File: src/rtl/cp0_pkg.sv
// CP0 register numbers, exception codes and SR/Cause field positions shared
// by the interrupt controller and its timer.
package cp0_pkg;

   localparam logic [4:0] REG_COUNT   = 5'd9;
   localparam logic [4:0] REG_COMPARE = 5'd11;
   localparam logic [4:0] REG_SR      = 5'd12;
   localparam logic [4:0] REG_CAUSE   = 5'd13;
   localparam logic [4:0] REG_EPC     = 5'd14;
   localparam logic [4:0] REG_PRID    = 5'd15;

   typedef enum logic [4:0] {
      EXC_INT     = 5'd0,
      EXC_ADEL    = 5'd4,
      EXC_ADES    = 5'd5,
      EXC_SYSCALL = 5'd8,
      EXC_RI      = 5'd10,
      EXC_OV      = 5'd12
   } exc_code_t;

   localparam int SR_IE        = 0;
   localparam int SR_EXL       = 1;
   localparam int SR_IM_LO     = 8;
   localparam int SR_IM_HI     = 15;
   localparam int CAUSE_EXC_LO = 2;
   localparam int CAUSE_EXC_HI = 6;
   localparam int CAUSE_IP_LO  = 10;
   localparam int CAUSE_IP_HI  = 15;
   localparam int CAUSE_BD     = 31;

   // A faulting delay-slot instruction restarts at its branch.
   function automatic logic [31:0] epc_calc(input logic [31:0] pc, input logic bd);
      logic [31:0] base;
      base = {pc[31:2], 2'b00};
      return bd ? base - 32'd4 : base;
   endfunction

endpackage

File: src/rtl/cp0_timer.sv
// Count/Compare timer: free-running Count, sticky timer_ip on Compare match.
module cp0_timer (
   input  logic        clk,
   input  logic        reset,
   input  logic        count_we,
   input  logic        compare_we,
   input  logic [31:0] wdata,
   output logic [31:0] count,
   output logic [31:0] compare,
   output logic        timer_ip
);

   logic [31:0] count_nxt;

   assign count_nxt = count_we ? wdata : count + 32'd1;

   always_ff @(posedge clk or negedge reset) begin
      if (!reset) begin
         count    <= '0;
         compare  <= '0;
         timer_ip <= 1'b0;
      end else begin
         count <= count_nxt;
         // Writing Compare acknowledges the timer interrupt.
         if (compare_we) begin
            compare  <= wdata;
            timer_ip <= 1'b0;
         end else if (count_nxt == compare) begin
            timer_ip <= 1'b1;
         end
      end
   end

endmodule

File: src/rtl/cp0_irq_ctrl.sv
// Coprocessor-0 exception/interrupt controller beside the MEM stage: SR/Cause/EPC,
// PRId, optional Count/Compare timer and the flush/redirect request.
module cp0_irq_ctrl
   import cp0_pkg::*;
#(
   parameter int          N_HWINT      = 6,
   parameter int          ENABLE_TIMER = 1,
   parameter logic [31:0] EXC_VECTOR   = 32'h0000_4180,
   parameter logic [31:0] PRID         = 32'h0000_0000
) (
   input  logic               clk,
   input  logic               reset,
   input  logic               we,
   input  logic [4:0]         addr,
   input  logic [31:0]        wdata,
   output logic [31:0]        rdata,
   input  logic [31:0]        vpc,
   input  logic               bd_in,
   input  logic [4:0]         exc_code_in,
   input  logic [N_HWINT-1:0] hw_int,
   input  logic               exl_clr,
   output logic               req,
   output logic [31:0]        epc_out,
   output logic [31:0]        vec_addr,
   output logic [31:0]        macro_pc
);

   logic [7:0]  im;
   logic        exl, ie, bd;
   logic [4:0]  exc_code;
   logic [31:0] epc;
   logic [31:0] count, compare;
   logic        timer_ip;
   logic [5:0]  ip;
   logic        int_req, exc_req, wr_en;

   always_comb begin
      ip             = '0;
      ip[N_HWINT-1:0] = hw_int;
      ip[5]          = ip[5] | timer_ip;
   end

   assign int_req = (|(ip & im[7:2])) & ie & ~exl;
   assign exc_req = (exc_code_in != 5'd0) & ~exl;
   assign req     = int_req | exc_req;
   // A taken exception squashes the mtc0 committing in the same cycle.
   assign wr_en   = we & ~req;

   assign epc_out  = epc;
   assign vec_addr = EXC_VECTOR;
   assign macro_pc = vpc;

   always_ff @(posedge clk or negedge reset) begin
      if (!reset) begin
         im       <= '0;
         exl      <= 1'b0;
         ie       <= 1'b0;
         bd       <= 1'b0;
         exc_code <= '0;
         epc      <= '0;
      end else if (req) begin
         exl      <= 1'b1;
         bd       <= bd_in;
         exc_code <= int_req ? EXC_INT : exc_code_in;
         epc      <= epc_calc(vpc, bd_in);
      end else begin
         if (wr_en && addr == REG_SR) begin
            im  <= wdata[SR_IM_HI:SR_IM_LO];
            exl <= wdata[SR_EXL];
            ie  <= wdata[SR_IE];
         end
         if (wr_en && addr == REG_EPC)
            epc <= wdata;
         if (exl_clr)
            exl <= 1'b0;
      end
   end

   generate
      if (ENABLE_TIMER != 0) begin : g_timer
         cp0_timer u_timer (
            .clk       (clk),
            .reset     (reset),
            .count_we  (wr_en && addr == REG_COUNT),
            .compare_we(wr_en && addr == REG_COMPARE),
            .wdata     (wdata),
            .count     (count),
            .compare   (compare),
            .timer_ip  (timer_ip)
         );
      end else begin : g_no_timer
         assign count    = '0;
         assign compare  = '0;
         assign timer_ip = 1'b0;
      end
   endgenerate

   always_comb begin
      rdata = '0;
      case (addr)
         REG_SR:      rdata = {16'b0, im, 6'b0, exl, ie};
         REG_CAUSE:   rdata = {bd, 15'b0, ip, 3'b0, exc_code, 2'b0};
         REG_EPC:     rdata = epc;
         REG_PRID:    rdata = PRID;
         REG_COUNT:   rdata = count;
         REG_COMPARE: rdata = compare;
         default:     rdata = '0;
      endcase
   end

endmodule
File: config.mk
export PLATFORM = sky130hd
export DESIGN_NAME = cp0_irq_ctrl
export DESIGN_NICKNAME = d
export VERILOG_FILES = /design/src/rtl/cp0_pkg.sv /design/src/rtl/cp0_timer.sv /design/src/rtl/cp0_irq_ctrl.sv
export SDC_FILE = /design/constraint.sdc
export NUM_CORES = 1
export LEC_CHECK = 0
export BUFFER_PORTS_ARGS = -buffer_cell sky130_fd_sc_hd__buf_2
export CAP_MARGIN = 20
export CELL_PAD_IN_SITES_DETAIL_PLACEMENT = 1
export CELL_PAD_IN_SITES_GLOBAL_PLACEMENT = 1
export CORE_MARGIN = 5
export CORE_UTILIZATION = 35
export CTS_BUF_LIST = sky130_fd_sc_hd__clkbuf_16
export DETAILED_ROUTE_END_ITERATION = 6
export GPL_TIMING_DRIVEN = 0
export PLACE_DENSITY_LB_ADDON = 0.05
export SLEW_MARGIN = 20
export SYNTH_ARGS = -nofsm -noshare
export SYNTH_HDL_FRONTEND = slang
export SYNTH_SLANG_ARGS = --single-unit
File: constraint.sdc
create_clock -name clk -period 3.4 [get_ports clk]
set_clock_uncertainty 0.2 [all_clocks]
set_input_delay 0.34 -clock clk [delete_from_list [all_inputs] [get_ports clk]]
set_output_delay 0.34 -clock clk [all_outputs]
set_load 0.005 [all_outputs]
# Word level (Yosys, flattened, before mapping)
# Cells that the tools add are included.
[totals]
ff_bits = 113
in_bits = 85
output_inout_bits = 129
elab_cells = 47
[op_classes]
n_addsub = 2
n_eq_ne = 6
mux = 11
n_bitwise = 9
reduce_logical = 10
[op_table]
columns = ["operator", "n"]
rows = [
  ["case mux 32 bit (5 select lines)", 1],
  ["2-to-1 mux 32 bit", 4],
  ["adder 32 x 1 -> 32 bit, second input constant", 1],
  ["== test 32 bit", 1],
  ["subtractor 32 x 3 -> 32 bit, second input constant", 1],
  ["== test 5 x 4 -> 1 bit, second input constant", 5],
  ["AND 6 bit", 1],
  ["OR reduction 6 bit", 1],
  ["2-to-1 mux 1 bit", 5],
  ["2-to-1 mux 5 bit", 1],
  ["nonzero test 5 bit", 1],
  ["AND 1 bit", 4],
  ["logical AND 1 bit", 4],
  ["nonzero test 2 bit", 2],
  ["nonzero test 3 bit", 1],
  ["inverter 1 bit", 2],
  ["bitwise OR 1 bit", 2],
  ["AND reduction 2 bit", 1],
]

# Depth between registers and ports, before layout
[depth]
word_depth = 13
mapped_depth = 11
ltp_nobuf = 11

# By module
# Synthesis repeated with hierarchy kept, for this count alone.
[hier_totals]
cells_unflattened = 888
hier_area_um2 = 8245.4
[modules_own_cells]
columns = ["mod", "instances", "cells_each", "area_each_um2"]
rows = [
  ["cp0_irq_ctrl", 1, 465, 4210.3],
  ["cp0_timer", 1, 423, 4035.1],
]

# Worst setup path before layout
# Ideal clock, no wire load.
[synth_timing]
path_kind = "register -> register"
start = "reg g_timer.u_timer.count[9]"
end = "reg g_timer.u_timer.timer_ip"
arrival_time_ns = 2.694
t_required_ns = 3.119
path_slack_ns = 0.426
path_stages_with_launch = 11
path_buffers = 1
path_cell_list = "dfrtp_1 -> nand4_4 -> or4_4 -> buf_6 -> or4_4 -> mux2_4 -> a21oi_2 -> o221ai_2 -> nor4_2 -> nand4_1 -> o22ai_2"
[synth_between]
elab_chain_len = 4
[synth_rtl]
columns = ["item", "line", "source"]
rows = [
  ["start: declaration", "cp0_timer.sv:8", "output logic [31:0] count,"],
  ["start signal: assignment", "cp0_timer.sv:23", "count <= count_nxt;"],
  ["adder 32 x 1 -> 32 bit", "cp0_timer.sv:15", "assign count_nxt = count_we ? wdata : count + 32'd1;"],
  ["2-to-1 mux 32 bit", "cp0_timer.sv:15", ""],
  ["== test 32 bit", "cp0_timer.sv:28", "end else if (count_nxt == compare) begin"],
  ["nonzero test 2 bit (no line)", "--", ""],
  ["end signal: assignment", "cp0_timer.sv:21", "timer_ip <= 1'b0;"],
  ["end signal: assignment", "cp0_timer.sv:27", "timer_ip <= 1'b0;"],
  ["end signal: assignment", "cp0_timer.sv:29", "timer_ip <= 1'b1;"],
  ["end: declaration", "cp0_timer.sv:10", "output logic timer_ip"],
]
# No other way between the ends.
# A chain may end at the register's enable or synchronous reset.

# Final worst setup path
[layout_timing]
start = "reg im[6]"
end = "reg g_timer.u_timer.timer_ip"
[layout_between]
elab_chain_len = 11
elab_cells_between_ends = 13
classes_between = "1 x eq/ne; 2 x mux; 6 x bitwise; 4 x reduce/logical"
[layout_rtl]
columns = ["item", "line", "source"]
rows = [
  ["start: declaration", "cp0_irq_ctrl.sv:28", "logic [7:0] im;"],
  ["start signal: assignment", "cp0_irq_ctrl.sv:68", "im <= wdata[SR_IM_HI:SR_IM_LO];"],
  ["AND 6 bit (*)", "cp0_irq_ctrl.sv:43", "assign int_req = (|(ip & im[7:2])) & ie & ~exl;"],
  ["OR reduction 6 bit (*)", "cp0_irq_ctrl.sv:43", ""],
  ["AND 1 bit (*) (2 in series)", "cp0_irq_ctrl.sv:43", ""],
  ["bitwise OR 1 bit (*)", "cp0_irq_ctrl.sv:45", "assign req = int_req | exc_req;"],
  ["inverter 1 bit (no line) (*)", "--", ""],
  ["AND 1 bit (*)", "cp0_irq_ctrl.sv:47", "assign wr_en = we & ~req;"],
  ["logical AND 1 bit", "cp0_irq_ctrl.sv:84", ".count_we (wr_en && addr == REG_COUNT),"],
  ["2-to-1 mux 32 bit", "cp0_timer.sv:15", ""],
  ["== test 32 bit", "cp0_timer.sv:28", ""],
  ["nonzero test 2 bit (no line)", "--", ""],
]
# Every way passes the cells marked *; elsewhere a longest branch is shown, timed or not.

==> impl_metrics.csv <==
group,metric,value,unit
outcome,status,"finished with violations",
outcome,violations,"design-rule violations",
pwr,power_density,733,nW/µm²
grt,gr-total-overflow,0,
sta,relSlewSlack,0.424,
layout,syn2layout_area_growth,30.7,%
route,vias,7593,
worst_setup_path,ff2ff_setup_slack,100,ps
place,dp_slack,-611,ps
worst_setup_path,path_max_fanout,10,
cts,cts_max_level,4,
worst_setup_path,cp-start-kind,"flop",
sta,fin_crit,3300,ps
logic_synthesis,synth_cells,850,
logic_synthesis,async_flop_share,1.00,
sta,slew_viol_final,0,
grt,grt_max_degree,61,
logic_synthesis,ys_seq_area_frac,0.372,
logic_synthesis,netlist_area,7590,µm²
floorplan,io_pins,214,
logic_synthesis,ys_warn_count,0,
sta,finalCritPeriodShare,0.972,
floorplan,die_area,24700,µm²
route,via_per_inst,5.47,
worst_setup_path,arrival,3460,ps
floorplan,die_h,157,µm
sta,hold_viol_final,0,
grt,grt_pass1_vias,7842,
cts,numClockSinks,113,
cts,clkTransAtPathRegs,60,ps
layout,fin_util,0.468,
pwr,ir_worst_vdd,228,µV
sta,finalSetupViolCount,0,
route,antenna_left,0,
cts,insertion_delay,430,ps
sta,fmax,303,MHz
cts,cts-root-buf,"clkbuf_16",
route,drtPass1Iterations,7,
route,drc_errors,2,
sta,finalWorstSetupSlack,96.0,ps
route,wirelength,32300,µm
route,drtIter0Drc,635,
cts,cts-buffers-inserted,17,
pwr,total_power,7.28,mW
job,max_cap_viol_count,0,
worst_setup_path,worstSetupPathType,"reg2reg",
logic_synthesis,synth_edf_count,0,
floorplan,die_w,157,µm
layout,finalInstanceArea,9930,µm²
layout,drive_gt1_frac,0.328,
floorplan,rows,53,
sta,worst_slew_pin_slew,864,ps
place,dp_hpwl,24900,µm
route,wl_per_cell,23.3,µm
layout,nNetsFinal,1185,
pwr,p_leak,4.64,nW
logic_synthesis,yosysUniqueCellTypes,71,
place,portBuffers,179,
place,postPlaceCellArea,8980,µm²
sta,tns,0,ps
worst_hold_path,hold_path_class,"in2reg",
logic_synthesis,ys.flop_type,"dfrtp_1",
cts,tritoncts,"done",
floorplan,core,21200,µm²
worst_setup_path,crit_required,3560,ps
worst_setup_path,end_kind,"flop",
floorplan,start_util,0.358,
logic_synthesis,syn_avg_cell_area,8.93,µm²
grt,grt_pass1_wl,47900,µm
logic_synthesis,yosys_register_bits,113,
place,gp_congestion,0.913,
cts,clockBufferDepth,2,
grt,grt_usage,0.259,
grt,antenna_found_initial,1,
-- report_power, final --
part           total [mW]  switching (mW)  leakage [nW]  internal, mW
Sequential           2.67           0.767          1.31          1.90
Combinational        2.68            1.51          3.04          1.18
Clock                1.92           0.705         0.294          1.22
Total                7.28            2.98          4.64          4.30
-- layer usage --
metal,up-vias,share of wire,GRT usage
met2,313,0.47,0.409
li1,3471,-,-
met1,3774,0.44,0.363
met4,0,0.017,0.0787
met5,-,0,0
met3,35,0.072,0.0478
-- Yosys cell counts (all sizes together) (3+ instances only) --
master / instances / area, µm²
inv: 38 / 143
or4: 8 / 68.8
a311oi: 3 / 32.5
o31ai: 3 / 22.5
nand3: 25 / 138
nand2: 94 / 353
a22oi: 15 / 113
nand4: 18 / 128
and3: 6 / 37.5
or3: 14 / 87.6
mux2i: 18 / 180
o21ai: 46 / 230
clkbuf: 32 / 121
nor2: 64 / 240
a221o: 8 / 80.1
nor3: 16 / 85.1
and4: 3 / 26.3
mux2: 34 / 387
xor2: 40 / 350
dfrtp: 113 / 2830
buf: 78 / 568
and2: 3 / 18.8
xnor2: 40 / 350
o22ai: 8 / 56.3
a31oi: 21 / 131
a21oi: 19 / 98.9
nor4: 17 / 131
nor2b: 3 / 18.8
a222oi: 23 / 230
-- cell families (layout without fill, tap and decap cells) --
group / Yosys count / after routing / synth area share
other: 2 / 33 / 0.000989
flip-flops: 113 / 113 / 0.372
AND/OR/NAND/NOR: 282 / 282 / 0.186
XOR/XNOR: 80 / 80 / 0.0923
buffers and inverters: 148 / 379 / 0.110
adder cells (fa/ha/maj): 2 / 2 / 0.00329
AO/OA/AOI/OAI: 171 / 171 / 0.160
multiplexers: 52 / 52 / 0.0746
-- final timing paths --
| path | startpoint | to | cells past startpoint |
|---|---|---|---|
| max | im[6] | g_timer.u_timer.timer_ip | 11 |
| min | wdata[25] | g_timer.u_timer.count[25] | 2 |
| max reg2reg | im[6] | g_timer.u_timer.timer_ip | 11 |
| min reg2reg | im[1] | im[1] | 1 |
| max in group asynchronous | reset | g_timer.u_timer.count[1] | 3 |
| min in group asynchronous | reset | g_timer.u_timer.count[27] | 2 |
-- through the flow --
stage	hold WS, ps	instances
6_report	14.0	1387
5_1_grt	11.2	1387
3_5_place_dp	144	1335
3_3_place_gp	288	1334
2_1_floorplan	-156	880
4_1_cts	2.14	1382
-- flip-flops by register name (all words and copies together), names as in the netlist --
name	cells
g_timer.u_timer.compare	32
g_timer.u_timer.count	32
exc_code	5
bd	1
g_timer.u_timer.timer_ip	1
exl	1
epc_out	32
im	8
ie	1
-- final cells by class --
type / count / area, µm²
diodes: 1 / 2.50
plain buffers: 107 / 699
clock buffers: 17 / 425
clock inverters: 15 / 194
fillers: 2623 / 11300
inverters: 38 / 143
multi-input cells: 619 / 4150
flip-flops and latches: 113 / 2840
well taps: 275 / 344
repair buffers: 202 / 1130
-- critical path, cell delays in order, from the launching register on --
cell,delay [ps]
dfrtp_1,390
a222oi_1,350
buf_4,190
a311o_1,300
nand3_4,180
buf_6,200
buf_6,160
o41ai_4,380
nand4_1,210
nor4_4,370
nand4_1,160
o22ai_2,110
-- repair_timing --
| action | CTS | global route |
|---|---|---|
| endpoints found under the hold margin | 69 | 0 |
| setup buffers | 3 | 4 |
| setup endpoints to repair | 57 | 10 |
| resized for setup | 16 | 26 |
| hold buffers | 15 | 0 |
| pin swaps | 3 | 9 |
-- placed cells by master, fill, tap and decap left out, types with 3 or more instances in the layout --
cell type | netlist | final
nor3_1 | 15 | 14
bufinv_16 | 0 | 4
a21oi_1 | 18 | 18
a31oi_1 | 21 | 21
a22oi_1 | 15 | 15
nor4_2 | 4 | 3
dfrtp_1 | 113 | 105
conb_1 | 2 | 32
mux2_2 | 33 | 33
inv_1 | 38 | 39
buf_4 | 67 | 75
mux2i_1 | 18 | 18
clkbuf_16 | 0 | 17
and3_1 | 6 | 6
nand4_1 | 17 | 17
o31ai_1 | 3 | 3
o21ai_0 | 45 | 44
dfrtp_2 | 0 | 8
buf_2 | 1 | 178
clkbuf_2 | 1 | 4
nor2_1 | 64 | 62
buf_6 | 3 | 5
o22ai_1 | 7 | 7
clkinv_4 | 0 | 3
xor2_1 | 40 | 40
a222oi_1 | 23 | 23
nor2b_1 | 3 | 3
or3_1 | 14 | 13
or4_1 | 5 | 5
nor4_1 | 13 | 12
and4_1 | 3 | 3
clkbuf_1 | 31 | 23
a221o_1 | 8 | 8
clkinvlp_4 | 0 | 4
buf_1 | 7 | 6
nand3_1 | 24 | 22
and2_1 | 3 | 3
dlygate4sd3_1 | 0 | 15
xnor2_1 | 40 | 40
nand2_1 | 94 | 94
No activity file was read; power rests on OpenSTA's default activity.
